<file path="src/rtl/pwm_pkg.sv">
// Shared definitions for the multi-channel PWM block: alignment mode
// encoding and saturating duty arithmetic.
package pwm_pkg;

    typedef enum logic {
        PWM_EDGE   = 1'b0,
        PWM_CENTER = 1'b1
    } pwm_mode_e;

    // Add or subtract step from val, saturating at 0 below and limit above.
    // With step = 0 and down = 0 this is a plain clamp to limit.
    function automatic int unsigned sat_step(
        input int unsigned val,
        input int unsigned step,
        input int unsigned limit,
        input logic        down
    );
        if (down) begin
            return (val < step) ? 0 : (val - step);
        end
        return ((val + step) > limit) ? limit : (val + step);
    endfunction

endpackage

</file>
<file path="src/rtl/pwm_btn_debounce.sv">
// Tick-sampled two-flop button debouncer producing a one-cycle press pulse.
module pwm_btn_debounce (
    input  logic clk,
    input  logic rst,
    input  logic tick,
    input  logic btn,
    output logic press
);

    logic q1;
    logic q2;

    // Sample the raw button level on each debounce tick.
    always_ff @(posedge clk) begin
        if (rst) begin
            q1 <= 1'b0;
            q2 <= 1'b0;
        end else if (tick) begin
            q1 <= btn;
            q2 <= q1;
        end
    end

    // Rising edge of the sampled level, qualified so it lasts one clk cycle.
    always_comb begin
        press = q1 & ~q2 & tick;
    end

endmodule

</file>
<file path="src/rtl/pwm_multi_ctrl.sv">
// Multi-channel PWM generator: debounced inc/dec buttons, direct duty
// write, period-synchronous duty update and edge/center alignment.
module pwm_multi_ctrl
    import pwm_pkg::*;
#(
    parameter  int NUM_CH         = 4,
    parameter  int PERIOD         = 100,
    parameter  int CNT_W          = $clog2(PERIOD + 1),
    parameter  int STEP           = 10,
    parameter  int DUTY_INIT      = 50,
    parameter  int DEBOUNCE_TICKS = 250000,
    localparam int CH_W           = (NUM_CH > 1) ? $clog2(NUM_CH) : 1
) (
    input  logic                      clk,
    input  logic                      rst,
    input  logic [NUM_CH-1:0]         btn_inc,
    input  logic [NUM_CH-1:0]         btn_dec,
    input  logic [NUM_CH-1:0]         mode,
    input  logic                      wr_en,
    input  logic [CH_W-1:0]           wr_ch,
    input  logic [CNT_W-1:0]          wr_data,
    output logic [NUM_CH-1:0]         pwm_out,
    output logic                      period_start,
    output logic [NUM_CH*CNT_W-1:0]   duty_rd
);

    localparam int TW = (DEBOUNCE_TICKS > 1) ? $clog2(DEBOUNCE_TICKS) : 1;

    logic [TW-1:0]     div;
    logic              tick;
    logic [CNT_W-1:0]  cnt;
    logic              at_end;
    logic [NUM_CH-1:0] inc_press;
    logic [NUM_CH-1:0] dec_press;
    logic [CNT_W-1:0]  shadow    [NUM_CH];
    logic [CNT_W-1:0]  shadow_nx [NUM_CH];
    logic [CNT_W-1:0]  active    [NUM_CH];
    logic [CNT_W-1:0]  off       [NUM_CH];
    logic [NUM_CH-1:0] hit;

    assign tick   = (div == TW'(DEBOUNCE_TICKS - 1));
    assign at_end = (cnt == CNT_W'(PERIOD - 1));

    // Debounce tick divider, wrapping after DEBOUNCE_TICKS cycles.
    always_ff @(posedge clk) begin
        if (rst || tick) begin
            div <= '0;
        end else begin
            div <= div + 1'b1;
        end
    end

    // Shared period counter 0..PERIOD-1.
    always_ff @(posedge clk) begin
        if (rst || at_end) begin
            cnt <= '0;
        end else begin
            cnt <= cnt + 1'b1;
        end
    end

    for (genvar c = 0; c < NUM_CH; c++) begin : g_btn
        pwm_btn_debounce u_inc (
            .clk   (clk),
            .rst   (rst),
            .tick  (tick),
            .btn   (btn_inc[c]),
            .press (inc_press[c])
        );
        pwm_btn_debounce u_dec (
            .clk   (clk),
            .rst   (rst),
            .tick  (tick),
            .btn   (btn_dec[c]),
            .press (dec_press[c])
        );
    end

    // Next shadow duty: direct write beats buttons; opposing presses cancel.
    always_comb begin
        for (int unsigned c = 0; c < NUM_CH; c++) begin
            shadow_nx[c] = shadow[c];
            if (wr_en && (wr_ch == CH_W'(c))) begin
                shadow_nx[c] = CNT_W'(sat_step(32'(wr_data), 0, PERIOD, 1'b0));
            end else if (inc_press[c] && dec_press[c]) begin
                shadow_nx[c] = shadow[c];
            end else if (inc_press[c]) begin
                shadow_nx[c] = CNT_W'(sat_step(32'(shadow[c]), STEP, PERIOD, 1'b0));
            end else if (dec_press[c]) begin
                shadow_nx[c] = CNT_W'(sat_step(32'(shadow[c]), STEP, PERIOD, 1'b1));
            end
        end
    end

    // Shadow follows requests every cycle; active copies it only at period end.
    always_ff @(posedge clk) begin
        for (int unsigned c = 0; c < NUM_CH; c++) begin
            if (rst) begin
                shadow[c] <= CNT_W'(DUTY_INIT);
                active[c] <= CNT_W'(DUTY_INIT);
            end else begin
                shadow[c] <= shadow_nx[c];
                if (at_end) begin
                    active[c] <= shadow[c];
                end
            end
        end
    end

    // Per-channel compare against the shared counter.
    always_comb begin
        hit = '0;
        for (int unsigned c = 0; c < NUM_CH; c++) begin
            off[c] = (CNT_W'(PERIOD) - active[c]) >> 1;
            if (pwm_mode_e'(mode[c]) == PWM_CENTER) begin
                hit[c] = (cnt >= off[c]) && (cnt < (off[c] + active[c]));
            end else begin
                hit[c] = (cnt < active[c]);
            end
        end
    end

    // Registered outputs, one cycle behind the counter.
    always_ff @(posedge clk) begin
        if (rst) begin
            pwm_out      <= '0;
            period_start <= 1'b0;
        end else begin
            pwm_out      <= hit;
            period_start <= (cnt == '0);
        end
    end

    // Readback of the duty currently driving each channel.
    always_comb begin
        duty_rd = '0;
        for (int unsigned c = 0; c < NUM_CH; c++) begin
            duty_rd[c*CNT_W +: CNT_W] = active[c];
        end
    end

endmodule

</file>
<file path="config.mk">
export PLATFORM = sky130hd
export DESIGN_NAME = pwm_multi_ctrl
export DESIGN_NICKNAME = d
export VERILOG_FILES = /design/src/rtl/pwm_pkg.sv /design/src/rtl/pwm_btn_debounce.sv /design/src/rtl/pwm_multi_ctrl.sv
export SDC_FILE = /design/constraint.sdc
export NUM_CORES = 1
export LEC_CHECK = 0
export CAP_MARGIN = 0
export CORE_ASPECT_RATIO = 1.2
export CORE_UTILIZATION = 45
export CTS_CLUSTER_SIZE = 14
export DETAILED_ROUTE_END_ITERATION = 8
export SYNTH_ARGS = -nofsm -noshare
export SYNTH_HDL_FRONTEND = slang
export SYNTH_SLANG_ARGS = --single-unit
</file>
<file path="constraint.sdc">
create_clock -name clk -period 3.8 [get_ports clk]
set_clock_uncertainty 0.1 [all_clocks]
set_input_delay 0.76 -clock clk [delete_from_list [all_inputs] [get_ports clk]]
set_output_delay 0.76 -clock clk [all_outputs]
set_load 0.05 [all_outputs]
</file>
Word level (Yosys, flattened, before mapping)
Memories as Yosys holds them, arrays and structs flattened.
Index checks and enable logic that the tools add are counted.
- register bits: 46
- bits in writable memories: 56
- input bits: 24
- output and inout bits: 33
- word-level logic and storage cells: 177
- memories: 2
- memories (name ; depth ; width ; read ports ; clocked after memory_dff ; wr ports ; RTL line ; text):
    active ; 4 ; 7 ; 4 ; 0 ; 4 ; pwm_multi_ctrl.sv:37 ; logic [CNT_W-1:0] active [NUM_CH];
    shadow ; 4 ; 7 ; 4 ; 0 ; 4 ; pwm_multi_ctrl.sv:35 ; logic [CNT_W-1:0] shadow [NUM_CH];
- $add $sub $neg: 18
- order comparisons: 21
- equality and inequality tests: 5
- multiplexer cells: 63
- bitwise logic cells: 32
- reduce and logical (&&, ||, !) cells: 16
- operators by type and width (operator ; number):
    7-bit two-way mux ; 37
    7-bit less-than comparator ; 8
    7-bit by 4-bit adder with 8-bit output, second input constant ; 4
    8-bit by 7-bit > comparator with 1-bit output, second input constant ; 4
    6-bit by 7-bit adder with 7-bit output ; 4
    7-bit by 6-bit greater-or-equal comparator with 1-bit output ; 4
    7-bit by 4-bit less-than comparator with 1-bit output, second input constant ; 4
    7-bit by 4-bit subtractor with 7-bit output, second input constant ; 4
    7-bit subtractor, first input constant ; 4
    1-bit two-way mux ; 26
    18-bit by 1-bit adder with 18-bit output, second input constant ; 1
    18-bit == test, second input constant ; 1
    1-bit AND ; 16
    1-bit logical AND ; 12
    1-bit NOT ; 8
    1-bit OR ; 8
    7-bit by 1-bit adder with 7-bit output, second input constant ; 1
    7-bit == test, second input constant ; 1
    7-bit > comparator, second input constant ; 1
    7-bit logical NOT ; 1
    2-bit == test, second input constant ; 2
    2-bit by 1-bit == test with 1-bit output, second input constant ; 1
    2-bit logical NOT ; 1
    1-bit logical OR ; 2

Logic depth before layout (Yosys ltp)
Gate-level depths: netlist of run 1.
- word-level depth: 13
- mapped depth: 17
- depth with buffers taken out: 17

Cells and area by module
Synthesis of run 1 repeated with hierarchy kept, for this count alone.
- cell total of the unflattened synthesis: 1024
- area total of the unflattened synthesis: 8405.6 um^2
- modules (own cells, without submodules) (module ; times used ; cells an instance ; area an instance (um^2) ; seq. area each (um^2)):
    pwm_multi_ctrl ; 1 ; 960 ; 7795.0 ; 2001.9
    pwm_btn_debounce ; 8 ; 8 ; 76.3 ; 40.0

Least setup slack after synthesis of run 1
OpenSTA, ideal clock, no wires.
- path type: flip-flop to flip-flop
- start: memory active[3][2] in the netlist's numbering
- end: register pwm_out[3]
- library setup time: 70 ps
- data arrival time: 3458 ps
- data required time: 3630 ps
- setup slack: 172 ps
- stages on the path, launching flop included: 15
- buffers on the path: 0
- period minus slack after synthesis: 3628 ps
- cells stage by stage: edfxtp_1 -> o21ai_0 -> xnor2_1 -> ha_1 -> nand2_1 -> o31ai_1 -> a21oi_1 -> a211oi_1 -> nor3_1 -> or2_2 -> ha_1 -> a21o_1 -> a21oi_1 -> o211ai_1 -> a21oi_1
- RTL lines (element ; RTL line ; text):
    from (decl) ; pwm_multi_ctrl.sv:37 ;
    to (signal assigned) ; pwm_multi_ctrl.sv:129 ; pwm_out <= hit;
    to (decl) ; pwm_multi_ctrl.sv:22 ; output logic [NUM_CH-1:0] pwm_out,

==> results.toml, run 1 <==
[setup_path]
ff2ff_setup_slack_ns = 0.34
startpoint = "active[3][0]$_SDFFCE_PN0P_"
cp-start-kind = "flop"
path_max_fanout = 5
cp-end-kind = "flop"
required_ns = 3.99
arrival_ns = 3.65
reg2regPathDepth = 14
reg2reg_from = "active[3][0]$_SDFFCE_PN0P_"
r2r_end = "pwm_out[3]$_SDFF_PP0_"
critPathKind = "flop to flop"

[finish]
diodes = 0
syn2layout_area_growth_pct = 12.7
post-route-util_pct = 52.2
nNetsFinal = 1230
drive_above_1_share_pct = 5.27
nFillCells = 1805

[routing]
ant_nets = 0
avgViaCountPerCell = 5.52
drc = 0
drtPass1Iterations = 5
wirelength_mm = 20.3
dr_total_vias = 7473
drt_iter0_drc = 386
wl_per_cell_um = 15.0

[global_routing]
overflow = 0
grt_pass1_wl_mm = 34.1
first_global_vias = 6897
grt_usage_pct = 21.5
grt_max_degree = 34
antenna_found_initial = 0

[sta]
grt_setup_unrepaired = "false"
finalCriticalPeriod_ns = 3.46
setup_violations = 0
drv_slew = 0
fin_tns_setup_ns = 0
fin_crit_sh_pct = 91.0
hold_violations = 0
max_freq_mhz = 289
slew_headroom_pct = 45.1
worst_pin_slew_ns = 0.823

[yosys]
syn_avg_cell_area_um2 = 8.02
yosysSeqAreaShare_pct = 27.3
syn_inst = 1061
synth_most_common_cell = "ha_1"
synth_edf_count = 28
ys_top_cells_by_area = "dfxtp_1, ha_1, edfxtp_1"
yosys_most_used_dff = "dfxtp_1"
syn_nets = 1195
yosys_warnings = 0
yosys-top-cells-count = "ha_1, nand2_1, a21oi_1"
synth.largest_area_cell = "dfxtp_1"
synth_async_sr_flop_share_pct = 0
synthDistinctLibCells = 73
synth_top_cell_area_share_pct = 17.4
synthesis.area_um2 = 8510
ys_seq_elements = 102

[clock_tree]
htree_levels = 3
clock_sinks = 102
cts_tree = "yes"
cts_inserted_buffers = 9
holdBufCountCts = 0
clk_pin_slew_worst_paths_ns = 0.07
insertion_delay_ns = 0.36
postCtsSetupRepairBufs = 0
root_buffer = "clkbuf_16"
clk_path_buf_depth = 2
cts_resized = 0

[min_path]
hold_depth = 1
holdPathEnd = "div[0]$_SDFF_PP0_"
hp-class = "flop to flop"
hp-start = "div[0]$_SDFF_PP0_"

[power]
intPower_mw = 1.87
power_density_nw_per_um2 = 279
power_frac_seq_pct = 44.9
power_leakage_nw = 4.09
switching_share_pct = 30.3
power_frac_comb_pct = 19.2
p_sw_mw = 0.811
clkPwrFrac_pct = 35.9
peakVddDrop_uv = 221

[floorplan]
row_count = 54
die_w_um = 128
io_pins = 57
die-area_um2 = 19500
coreArea_um2 = 18400
die_h_um = 153
initial_utilization_pct = 46.3

[place]
hpwl_mm = 15.4
gp_congestion = 0.844
io_buffers = 56

[outcome]
outcome = "complete, no violations"

[flow_run]
cap_violations = 0
## kinds of logic (layout without fill, tap and decap cells)
logic type               after synthesis  in the layout  share of synthesized area, %
XOR/XNOR                              68             68                          7.00
multiplexers                           4              4                         0.529
adder cells (fa/ha/maj)              110            110                          16.2
AND/OR/NAND/NOR                      384            384                          22.9
AO/OA/AOI/OAI                        274            274                          20.4
buffers and inverters                119            159                          5.72
flip-flops                           102            102                          27.3
## through the flow
stage | hold slack (ns) | power (mW) | area, um2 | std cells | worst slack, ns
4_1_cts | 0.352 | 2.71 | 9590 | 1353 | 0.333
3_3_place_gp | 0.333 | 1.74 | 9290 | 1337 | 0.452
5_1_grt | 0.365 | 2.82 | 9590 | 1353 | 0.0397
3_5_place_dp | 0.342 | 1.74 | 9290 | 1337 | 0.355
2_1_floorplan | 0.318 | 1.59 | 8510 | 1061 | 0.172
6_report | 0.349 | 2.68 | 9590 | 1353 | 0.342
## power by group through the flow
stage / Clock, mW / Combinational, mW / Sequential (mW)
6_report: 0.961 / 0.513 / 1.20
5_1_grt: 1.04 / 0.573 / 1.21
4_1_cts: 0.989 / 0.517 / 1.20
3_5_place_dp: 0 / 0.513 / 1.23
3_3_place_gp: 0 / 0.509 / 1.23
2_1_floorplan: 0 / 0.344 / 1.24
## worst max-delay path, cell delays in order, from the launching register on
cell      delay (ns)
edfxtp_1        0.44
o21ai_0         0.32
xnor2_1         0.13
ha_1            0.31
nand2_1         0.06
o31ai_1         0.39
a21oi_1         0.15
a211oi_1        0.31
nor3_1          0.07
or2_2           0.27
ha_1            0.29
a21o_1          0.18
a21oi_1         0.14
o211ai_1        0.10
a21oi_1         0.14
## how the worst max path moves through the flow
stage	end	slack [ns]	cells past startpoint
floorplan	pwm_out[3]$_SDFF_PP0_	0.17	14
global placement	pwm_out[3]$_SDFF_PP0_	0.45	14
finish	pwm_out[3]$_SDFF_PP0_	0.34	14
global route	pwm_out[3]$_SDFF_PP0_	0.04	14
CTS	pwm_out[3]$_SDFF_PP0_	0.33	14
detailed placement	pwm_out[3]$_SDFF_PP0_	0.36	14
## metal layers
layer	wire, um	up-vias	global-route usage, %
met5	0	-	0
met2	9670	130	36.0
met4	273	0	5.78
li1	-	3880	-
met3	569	18	2.67
met1	9830	3445	28.9
## cells in the final DEF (no fill, tap or decap), types with 6 or more instances in the layout
cell type / instances
nand2_1: 105
a31oi_1: 14
buf_4: 13
o21a_1: 7
edfxtp_1: 28
or3_1: 13
and3_1: 14
nor3_1: 28
a211oi_1: 20
ha_1: 110
a21oi_1: 86
dfxtp_1: 74
nor2b_1: 13
o41ai_1: 7
or2_2: 10
clkdlybuf4s50_1: 55
nor2_1: 82
o211ai_1: 7
and2_1: 12
o31ai_1: 6
inv_1: 73
xnor2_1: 48
nand4_1: 10
nand2b_1: 26
o21ai_0: 60
a21o_1: 20
clkbuf_16: 10
xor2_1: 20
nand3_1: 35
## registers in the layout (all words and copies together) (netlist names)
name / count
div: 18
g_btn.u_inc.q2: 4
g_btn.u_inc.q1: 4
active: 28
shadow: 28
pwm_out: 4
cnt: 7
period_start: 1
g_btn.u_dec.q2: 4
g_btn.u_dec.q1: 4
## area by class of cell
class	count	area, um2	area share (%)
inverters	73	274	2.86
repair buffers	70	673	7.02
flip-flops and latches	102	2320	24.2
multi-input cells	840	5700	59.4
clock buffers	10	250	2.61
well taps	252	315	3.29
clock inverters	6	57.6	0.600
No activity file was read; power rests on OpenSTA's default activity.
==> run 2: changes to the inputs <==
CTS_CLUSTER_DIAMETER = 120   (was not set)
==> results of run 2 <==
Same layout as run 1: the final DEF is identical, and so are final timing and power.
